`src/rtl/dffen_bank_pkg.sv`:
```
// Shared types and the per-channel update rule for the enabled register bank.
package dffen_bank_pkg;

    localparam int MAX_W = 64;

    typedef enum logic [1:0] {
        OP_LOAD = 2'b00,
        OP_SET  = 2'b01,
        OP_CLR  = 2'b10,
        OP_TGL  = 2'b11
    } op_e;

    // Works on a MAX_W-wide container; callers keep only their low WIDTH bits.
    function automatic logic [MAX_W-1:0] next_val(op_e op, logic [MAX_W-1:0] cur,
                                                  logic [MAX_W-1:0] d);
        logic [MAX_W-1:0] r;
        r = cur;
        case (op)
            OP_LOAD: r = d;
            OP_SET:  r = '1;
            OP_CLR:  r = '0;
            OP_TGL:  r = ~cur;
            default: r = cur;
        endcase
        return r;
    endfunction

endpackage

```
`src/rtl/dffen_bank_if.sv`:
```
// Control and status bus of the enabled register bank.
interface dffen_bank_if #(
    parameter int NUM_CH = 4,
    parameter int WIDTH  = 1,
    parameter int CNT_W  = 8
);
    logic [NUM_CH-1:0]            en;
    logic [NUM_CH-1:0][1:0]       mode;
    logic [NUM_CH-1:0][WIDTH-1:0] di;
    logic                         commit;
    logic [NUM_CH-1:0]            chg_clr;
    logic [NUM_CH-1:0][WIDTH-1:0] shadow;
    logic [NUM_CH-1:0][WIDTH-1:0] q;
    logic [NUM_CH-1:0]            chg;
    logic [CNT_W-1:0]             commit_cnt;

    modport master (
        output en, mode, di, commit, chg_clr,
        input  shadow, q, chg, commit_cnt
    );

    modport slave (
        input  en, mode, di, commit, chg_clr,
        output shadow, q, chg, commit_cnt
    );
endinterface

```
`src/rtl/dffen_chan.sv`:
```
// One channel: shadow register, committed (or pass-through) output and sticky change flag.
module dffen_chan
    import dffen_bank_pkg::*;
#(
    parameter int WIDTH      = 1,
    parameter bit DOUBLE_BUF = 1'b1
) (
    input  logic             clk,
    input  logic             rst,
    input  logic             en,
    input  op_e              op,
    input  logic [WIDTH-1:0] di,
    input  logic             commit,
    input  logic             chg_clr,
    output logic [WIDTH-1:0] shadow,
    output logic [WIDTH-1:0] q,
    output logic             chg
);
    logic [MAX_W-1:0] calc;
    logic [WIDTH-1:0] sh_nxt;
    logic [WIDTH-1:0] q_nxt;
    logic             unused_calc;

    always_comb begin
        calc   = next_val(op, MAX_W'(shadow), MAX_W'(di));
        sh_nxt = en ? calc[WIDTH-1:0] : shadow;
    end
    assign unused_calc = ^calc;

    always_ff @(posedge clk) begin
        if (rst) shadow <= '0;
        else     shadow <= sh_nxt;
    end

    generate
        if (DOUBLE_BUF) begin : g_dbuf
            logic [WIDTH-1:0] q_r;
            // Commit captures the pre-edge shadow, so a same-cycle write waits for the next commit.
            assign q_nxt = commit ? shadow : q_r;
            always_ff @(posedge clk) begin
                if (rst) q_r <= '0;
                else     q_r <= q_nxt;
            end
            assign q = q_r;
        end else begin : g_thru
            logic unused_commit;
            assign unused_commit = commit;
            assign q_nxt = sh_nxt;
            assign q     = shadow;
        end
    endgenerate

    // A real value change beats a simultaneous clear.
    always_ff @(posedge clk) begin
        if (rst) chg <= 1'b0;
        else     chg <= (q_nxt != q) | (chg & ~chg_clr);
    end

endmodule

```
`src/rtl/dffen_bank.sv`:
```
// Bank of NUM_CH enabled register channels with optional double buffering and commit counter.
module dffen_bank
    import dffen_bank_pkg::*;
#(
    parameter int NUM_CH     = 4,
    parameter int WIDTH      = 1,
    parameter bit DOUBLE_BUF = 1'b1,
    parameter int CNT_W      = 8
) (
    input  logic         clk,
    input  logic         rst,
    dffen_bank_if.slave  bus
);
    logic [NUM_CH-1:0][WIDTH-1:0] sh_v;
    logic [NUM_CH-1:0][WIDTH-1:0] q_v;
    logic [NUM_CH-1:0]            chg_v;
    logic [CNT_W-1:0]             cnt;

    generate
        for (genvar c = 0; c < NUM_CH; c++) begin : g_ch
            dffen_chan #(
                .WIDTH      (WIDTH),
                .DOUBLE_BUF (DOUBLE_BUF)
            ) u_chan (
                .clk     (clk),
                .rst     (rst),
                .en      (bus.en[c]),
                .op      (op_e'(bus.mode[c])),
                .di      (bus.di[c]),
                .commit  (bus.commit),
                .chg_clr (bus.chg_clr[c]),
                .shadow  (sh_v[c]),
                .q       (q_v[c]),
                .chg     (chg_v[c])
            );
        end
    endgenerate

    // Counts commits in both buffering modes; wraps naturally at CNT_W bits.
    always_ff @(posedge clk) begin
        if (rst)             cnt <= '0;
        else if (bus.commit) cnt <= cnt + 1'b1;
    end

    assign bus.shadow     = sh_v;
    assign bus.q          = q_v;
    assign bus.chg        = chg_v;
    assign bus.commit_cnt = cnt;

endmodule

```
`src/flat_wrapper.sv`:
```
// flat-port wrapper written by rule: the top's interface ports become plain ports
module dffen_bank_flat import dffen_bank_pkg::*;
#(
    parameter int NUM_CH     = 4,
    parameter int WIDTH      = 1,
    parameter bit DOUBLE_BUF = 1'b1,
    parameter int CNT_W      = 8
)
  (clk, rst, bus_en, bus_mode, bus_di, bus_commit, bus_chg_clr, bus_shadow, bus_q, bus_chg, bus_commit_cnt);
  dffen_bank_if #(.NUM_CH(NUM_CH), .WIDTH(WIDTH), .CNT_W(CNT_W)) bus_i ();
  input  logic clk;
  input  logic rst;
  input wire logic [$bits(bus_i.en)-1:0] bus_en;
  input wire logic [$bits(bus_i.mode)-1:0] bus_mode;
  input wire logic [$bits(bus_i.di)-1:0] bus_di;
  input wire logic [$bits(bus_i.commit)-1:0] bus_commit;
  input wire logic [$bits(bus_i.chg_clr)-1:0] bus_chg_clr;
  output wire logic [$bits(bus_i.shadow)-1:0] bus_shadow;
  output wire logic [$bits(bus_i.q)-1:0] bus_q;
  output wire logic [$bits(bus_i.chg)-1:0] bus_chg;
  output wire logic [$bits(bus_i.commit_cnt)-1:0] bus_commit_cnt;
  assign bus_i.en = bus_en;
  assign bus_i.mode = bus_mode;
  assign bus_i.di = bus_di;
  assign bus_i.commit = bus_commit;
  assign bus_i.chg_clr = bus_chg_clr;
  assign bus_shadow = bus_i.shadow;
  assign bus_q = bus_i.q;
  assign bus_chg = bus_i.chg;
  assign bus_commit_cnt = bus_i.commit_cnt;
  dffen_bank #(.NUM_CH(NUM_CH), .WIDTH(WIDTH), .DOUBLE_BUF(DOUBLE_BUF), .CNT_W(CNT_W)) u_core (.clk(clk), .rst(rst), .bus(bus_i));
endmodule
```
`config.mk`:
```
export PLATFORM = sky130hd
export DESIGN_NAME = dffen_bank_flat
export DESIGN_NICKNAME = d
export VERILOG_FILES = /design/src/rtl/dffen_bank_pkg.sv /design/src/rtl/dffen_bank_if.sv /design/src/rtl/dffen_chan.sv /design/src/rtl/dffen_bank.sv /design/src/flat_wrapper.sv
export SDC_FILE = /design/constraint.sdc
export NUM_CORES = 1
export LEC_CHECK = 0
export BUFFER_PORTS_ARGS = -buffer_cell sky130_fd_sc_hd__buf_2
export CAP_MARGIN = 0
export CORE_AREA = 2 2 53 55
export CTS_CLUSTER_DIAMETER = 80
export DETAILED_ROUTE_END_ITERATION = 10
export DIE_AREA = 0 0 55 57
export HOLD_SLACK_MARGIN = 0.1
export PLACE_DENSITY_LB_ADDON = 0.1
export SYNTH_ARGS = -nofsm -noshare
export SYNTH_HDL_FRONTEND = slang
export SYNTH_SLANG_ARGS = --single-unit
```
`constraint.sdc`:
```
create_clock -name clk -period 1.3 [get_ports clk]
set_input_delay 0.195 -clock clk [delete_from_list [all_inputs] [get_ports clk]]
set_output_delay 0.195 -clock clk [all_outputs]
set_load 0.01 [all_outputs]
```
# Word level (Yosys, flattened, before mapping)
# Cells that the tools add are included.
# op_classes
n_bitwise	16
n_reduce_logical	4
n_mux	8
n_eq_ne	16
addsub	1
# ops
operator	count
2-bit equality test (second input constant)	8
1-bit case mux with 4 select lines	4
8-bit by 1-bit adder with 8-bit output (second input constant)	1
2-bit by 1-bit equality test with 1-bit output (second input constant)	4
2-bit zero test	4
1-bit NOT	8
1-bit AND	4
1-bit two-way mux	4
1-bit != test	4
1-bit OR	4
# word_totals
in_bits	23
regBits	20
out_inout_bits	20

# Depth between registers and ports, before layout
# logic_depth
ltp_word	3
mapped_depth	4
ltp_nobuf	4

# Cells and area by module
# A second synthesis with hierarchy kept.
# hier_totals
cells_unflattened	93
area_unflattened_um2	899.6
# modules_own_cells
mod	instances	area_per_inst_um2	cells_per_inst	seq_area_each_um2
dffen_chan	4	140.1	14	60.1
dffen_bank	1	339.1	37	160.2

# Worst setup path before layout
# OpenSTA, ideal clock, no wires.
# synth_timing
path_kind	register -> register
from	reg u_core.cnt[0] (netlist: u_core.bus.commit_cnt[0])
to	reg u_core.cnt[6] (netlist: u_core.bus.commit_cnt[6])
required_time_ps	1229
stages_incl_launch_ff	5
arrival_time_ps	1184
path_slack_ps	46
path_buffers	0
setup_ps	71
path_cell_list	dfxtp_1 -> ha_1 -> nand4_1 -> or3_1 -> a21oi_1
# synth_between
elab_chain_len	1
# synth_lines
item	line_no	text
from (decl)	dffen_bank.sv:17	logic [CNT_W-1:0] cnt;
from (signal assigned)	dffen_bank.sv:42	else if (bus.commit) cnt <= cnt + 1'b1;
8-bit by 1-bit adder with 8-bit output	dffen_bank.sv:42	
# No other way between the ends.
# A chain may end at the register's enable or synchronous reset.

# Worst setup path after layout
# Same ends and word-level chain as after synthesis.

==> summary.md <==
| Metric | Value |
|---|---|
| Yosys warns | 0 |
| Vias per cell | 4.67 |
| Post-synth top area cell | dfxtp_1 |
| H-tree levels | 1 |
| Yosys reg bits | 20 |
| Clock Path Buffers | 2 |
| Setup Skew | 0.0114 ns |
| Non-filler cells, final | 178 |
| HPWL after DPL | 1420 um |
| Distinct cells, synth | 17 |
| Max-capacitance violation count | 0 |
| Sequential share of the synthesized area | 0.415 |
| Total net switching power | 0.310 mW |
| Synth area leaders | dfxtp_1 (42%), nor2b_1 (10%), buf_4 (9.3%), xor2_1 (6.4%), a21oi_1 (5.7%) |
| Worst-path cell chain | ha_1 > nand4_1 > or3_1 > a21oi_1 |
| Switching Fraction | 0.229 |
| RSZ-0062 raised after global routing | false |
| DR iter-0 viols | 11 |
| Met2 wire length | 917 um |
| Layout cells sized above 1 | 0.354 |
| Crit Path Class | reg -> reg |
| Static leakage | 0.602 nW |
| Placed Cells | 173 |
| Synth top area share | 0.415 |
| Flop pwr share | 0.493 |
| Post-Syn Nets | 137 |
| Status | finished clean |
| Relative slew slack | 0.744 |
| Final Slew Violations | 0 |
| Initial antenna violation count | 0 |
| Total die area | 0.00314 mm^2 |
| Worst hold path type | in -> reg |
| Fin crit share | 0.932 |
| Avg Cell Area, Syn | 8.54 um^2 |
| Crit start category | flop |
| Post-Route WL | 1920 um |
| Met3 wire length | 135 um |
| Worst path max stage delay | 0.38 ns |
| Max Freq | 825 MHz |
| Critical R2R Launch | u_core.bus.commit_cnt[0] |
| Core Region | 0.00262 mm^2 |
| Fill count | 284 |
| First-pass detailed-route iteration total | 3 |
| Wire length on met1 | 854 um |
| Clock sinks | 20 |
| Crit path arrival time | 1.45 ns |
| NumNets Final | 172 |
| Area Growth Syn to Fin | 23.2% |
| RePlAce Congestion | 0.717 |
| Post-Syn Area | 965 um^2 |
| Leading cell types in the layout, fill and taps excluded | buf_2 (42), dfxtp_1 (18), nor2b_1 (16), nor2_1 (13) |
| Final setup TNS | 0 ns |
| Via count | 831 |
| Vias in the first global route | 801 |
| Final worst path period need | 1.21 ns |
| Hold Crit Start | bus_en[1] |
| Worst-path clk slew | 0.12 ns |
| Die height | 57 um |
| CTS tree | done |
| Total CTS buffers | 3 |
| Post-layout util | 0.455 |
| Total grt overflow | 0 |
| CP required | 1.54 ns |
| Clock Latency Late Sink | 0.31 ns |
| Post-Synthesis Cells | 113 |
| Critical path origin | u_core.bus.commit_cnt[0] |
| Port-buffer cells | 42 |
| Peak VDD IR | 1250 uV |
| Ports | 43 |
| Root buffer cell | clkbuf_4 |
| Largest net degree at the start of global routing | 21 |
| Most common cell after layout, fill and taps aside | buf_2 |
| DRC | 0 |
| Final non-filler cell area | 0.00119 mm^2 |
| Clk pwr share | 0.379 |
| Critical path fanouts, max | 3 |
| Max stage delay cell, worst path | dfxtp_2 |
| Hold_ws | 0.144 ns |
| GRT Overall Usage | 0.142 |
| Part of the power in combinational logic | 0.128 |
| # rows | 19 |
| Antenna Cells | 0 |
| CP Capture Type | flop |
| Dpl cell area | 0.00113 mm^2 |
| DR top layer | met4 |
| Endpoints failing setup | 0 |
| Detail Route Antenna Nets | 0 |
| Initial Util | 0.369 |
| Die width | 55 um |
| Power per cell area | 1140 mW/mm^2 |
| First-pass GRT wire length | 3290 um |
| Final Hold Viols | 0 |
| Internal | 1.04 mW |
| Least-Margin Pin Slew | 0.385 ns |
| Wire per inst | 10.8 um |
[layout make-up]
type	count	area, um^2	share of cell area
Clock buffer	3	22.5	0.0189
Clock inverter	1	30.0	0.0253
Inverter	4	15.0	0.0126
Multi-Input combinational cell	74	447	0.376
Sequential cell	20	403	0.339
Tap cell	31	38.8	0.0326
Timing Repair Buffer	45	233	0.196
[path summary, 6_finish.rpt]
kind	end	slack, ns	cells after the start
max	u_core.bus.commit_cnt[6]	0.09	4
min	u_core.g_ch[1].u_chan.shadow	0.14	3
max reg2reg	u_core.bus.commit_cnt[6]	0.09	4
min reg2reg	u_core.bus.commit_cnt[7]	0.50	2
[state kept, by name, indices dropped and copies added, names as in the netlist]
signal,cells
u_core.g_ch.u_chan.chg,4
u_core.g_ch.u_chan.shadow,4
u_core.g_ch.u_chan.q,4
u_core.bus.commit_cnt,8
[power groups by stage]
| stage | Clock (mW) | Combinational, mW | Sequential, mW |
|---|---|---|---|
| 2_1_floorplan | 0 | 0.118 | 0.680 |
| 3_3_place_gp | 0 | 0.171 | 0.678 |
| 3_5_place_dp | 0 | 0.176 | 0.681 |
| 4_1_cts | 0.534 | 0.177 | 0.668 |
| 5_1_grt | 0.561 | 0.196 | 0.674 |
| 6_report | 0.513 | 0.174 | 0.668 |
[layer usage]
metal,track usage,vias to the layer above
li1,-,430
met1,0.163,375
met2,0.240,24
met3,0.0602,2
met4,0.0314,0
met5,0,-
[synth_stat cells]
library cell	number
a21oi_1	11
buf_2	1
buf_4	12
clkbuf_1	2
dfxtp_1	20
ha_1	1
inv_1	4
mux2i_1	5
nand2_1	3
nand4_1	2
nand4_2	1
nor2_1	13
nor2b_1	16
o21ai_0	11
or3_1	3
xnor2_1	1
xor2_1	7
[timing repair]
item	in CTS	in global routing
gates resized for setup	0	2
hold buffers	0	0
endpoints found under the hold margin	0	0
setup buffers	0	1
endpoints found under the setup margin	0	1
[worst max-delay path: cells and delay by family, from the launching register on]
kind / cells / cell delay (ns)
fa+ha+maj: 1 / 0.17
flops: 1 / 0.38
simple gates: 2 / 0.46
compound gates: 1 / 0.13
[cells by family (layout without fill, tap and decap cells)]
logic type	count (synthesis)	in the layout	synth area share
adder cells (fa/ha/maj)	1	1	0.0130
multiplexers	5	5	0.0519
buffers and inverters	19	53	0.122
XOR/XNOR	8	8	0.0726
AND/OR/NAND/NOR	38	38	0.211
flip-flops	20	20	0.415
AO/OA/AOI/OAI	22	22	0.114
[through the flow]
step                setup slack, ns  power (mW)
finish                       0.0878        1.35
detailed placement           0.0609       0.857
global placement             0.0911       0.849
CTS                          0.0155        1.38
floorplan                    0.0455       0.798
global route                0.00406        1.43
(Power assumes the default switching activity.)
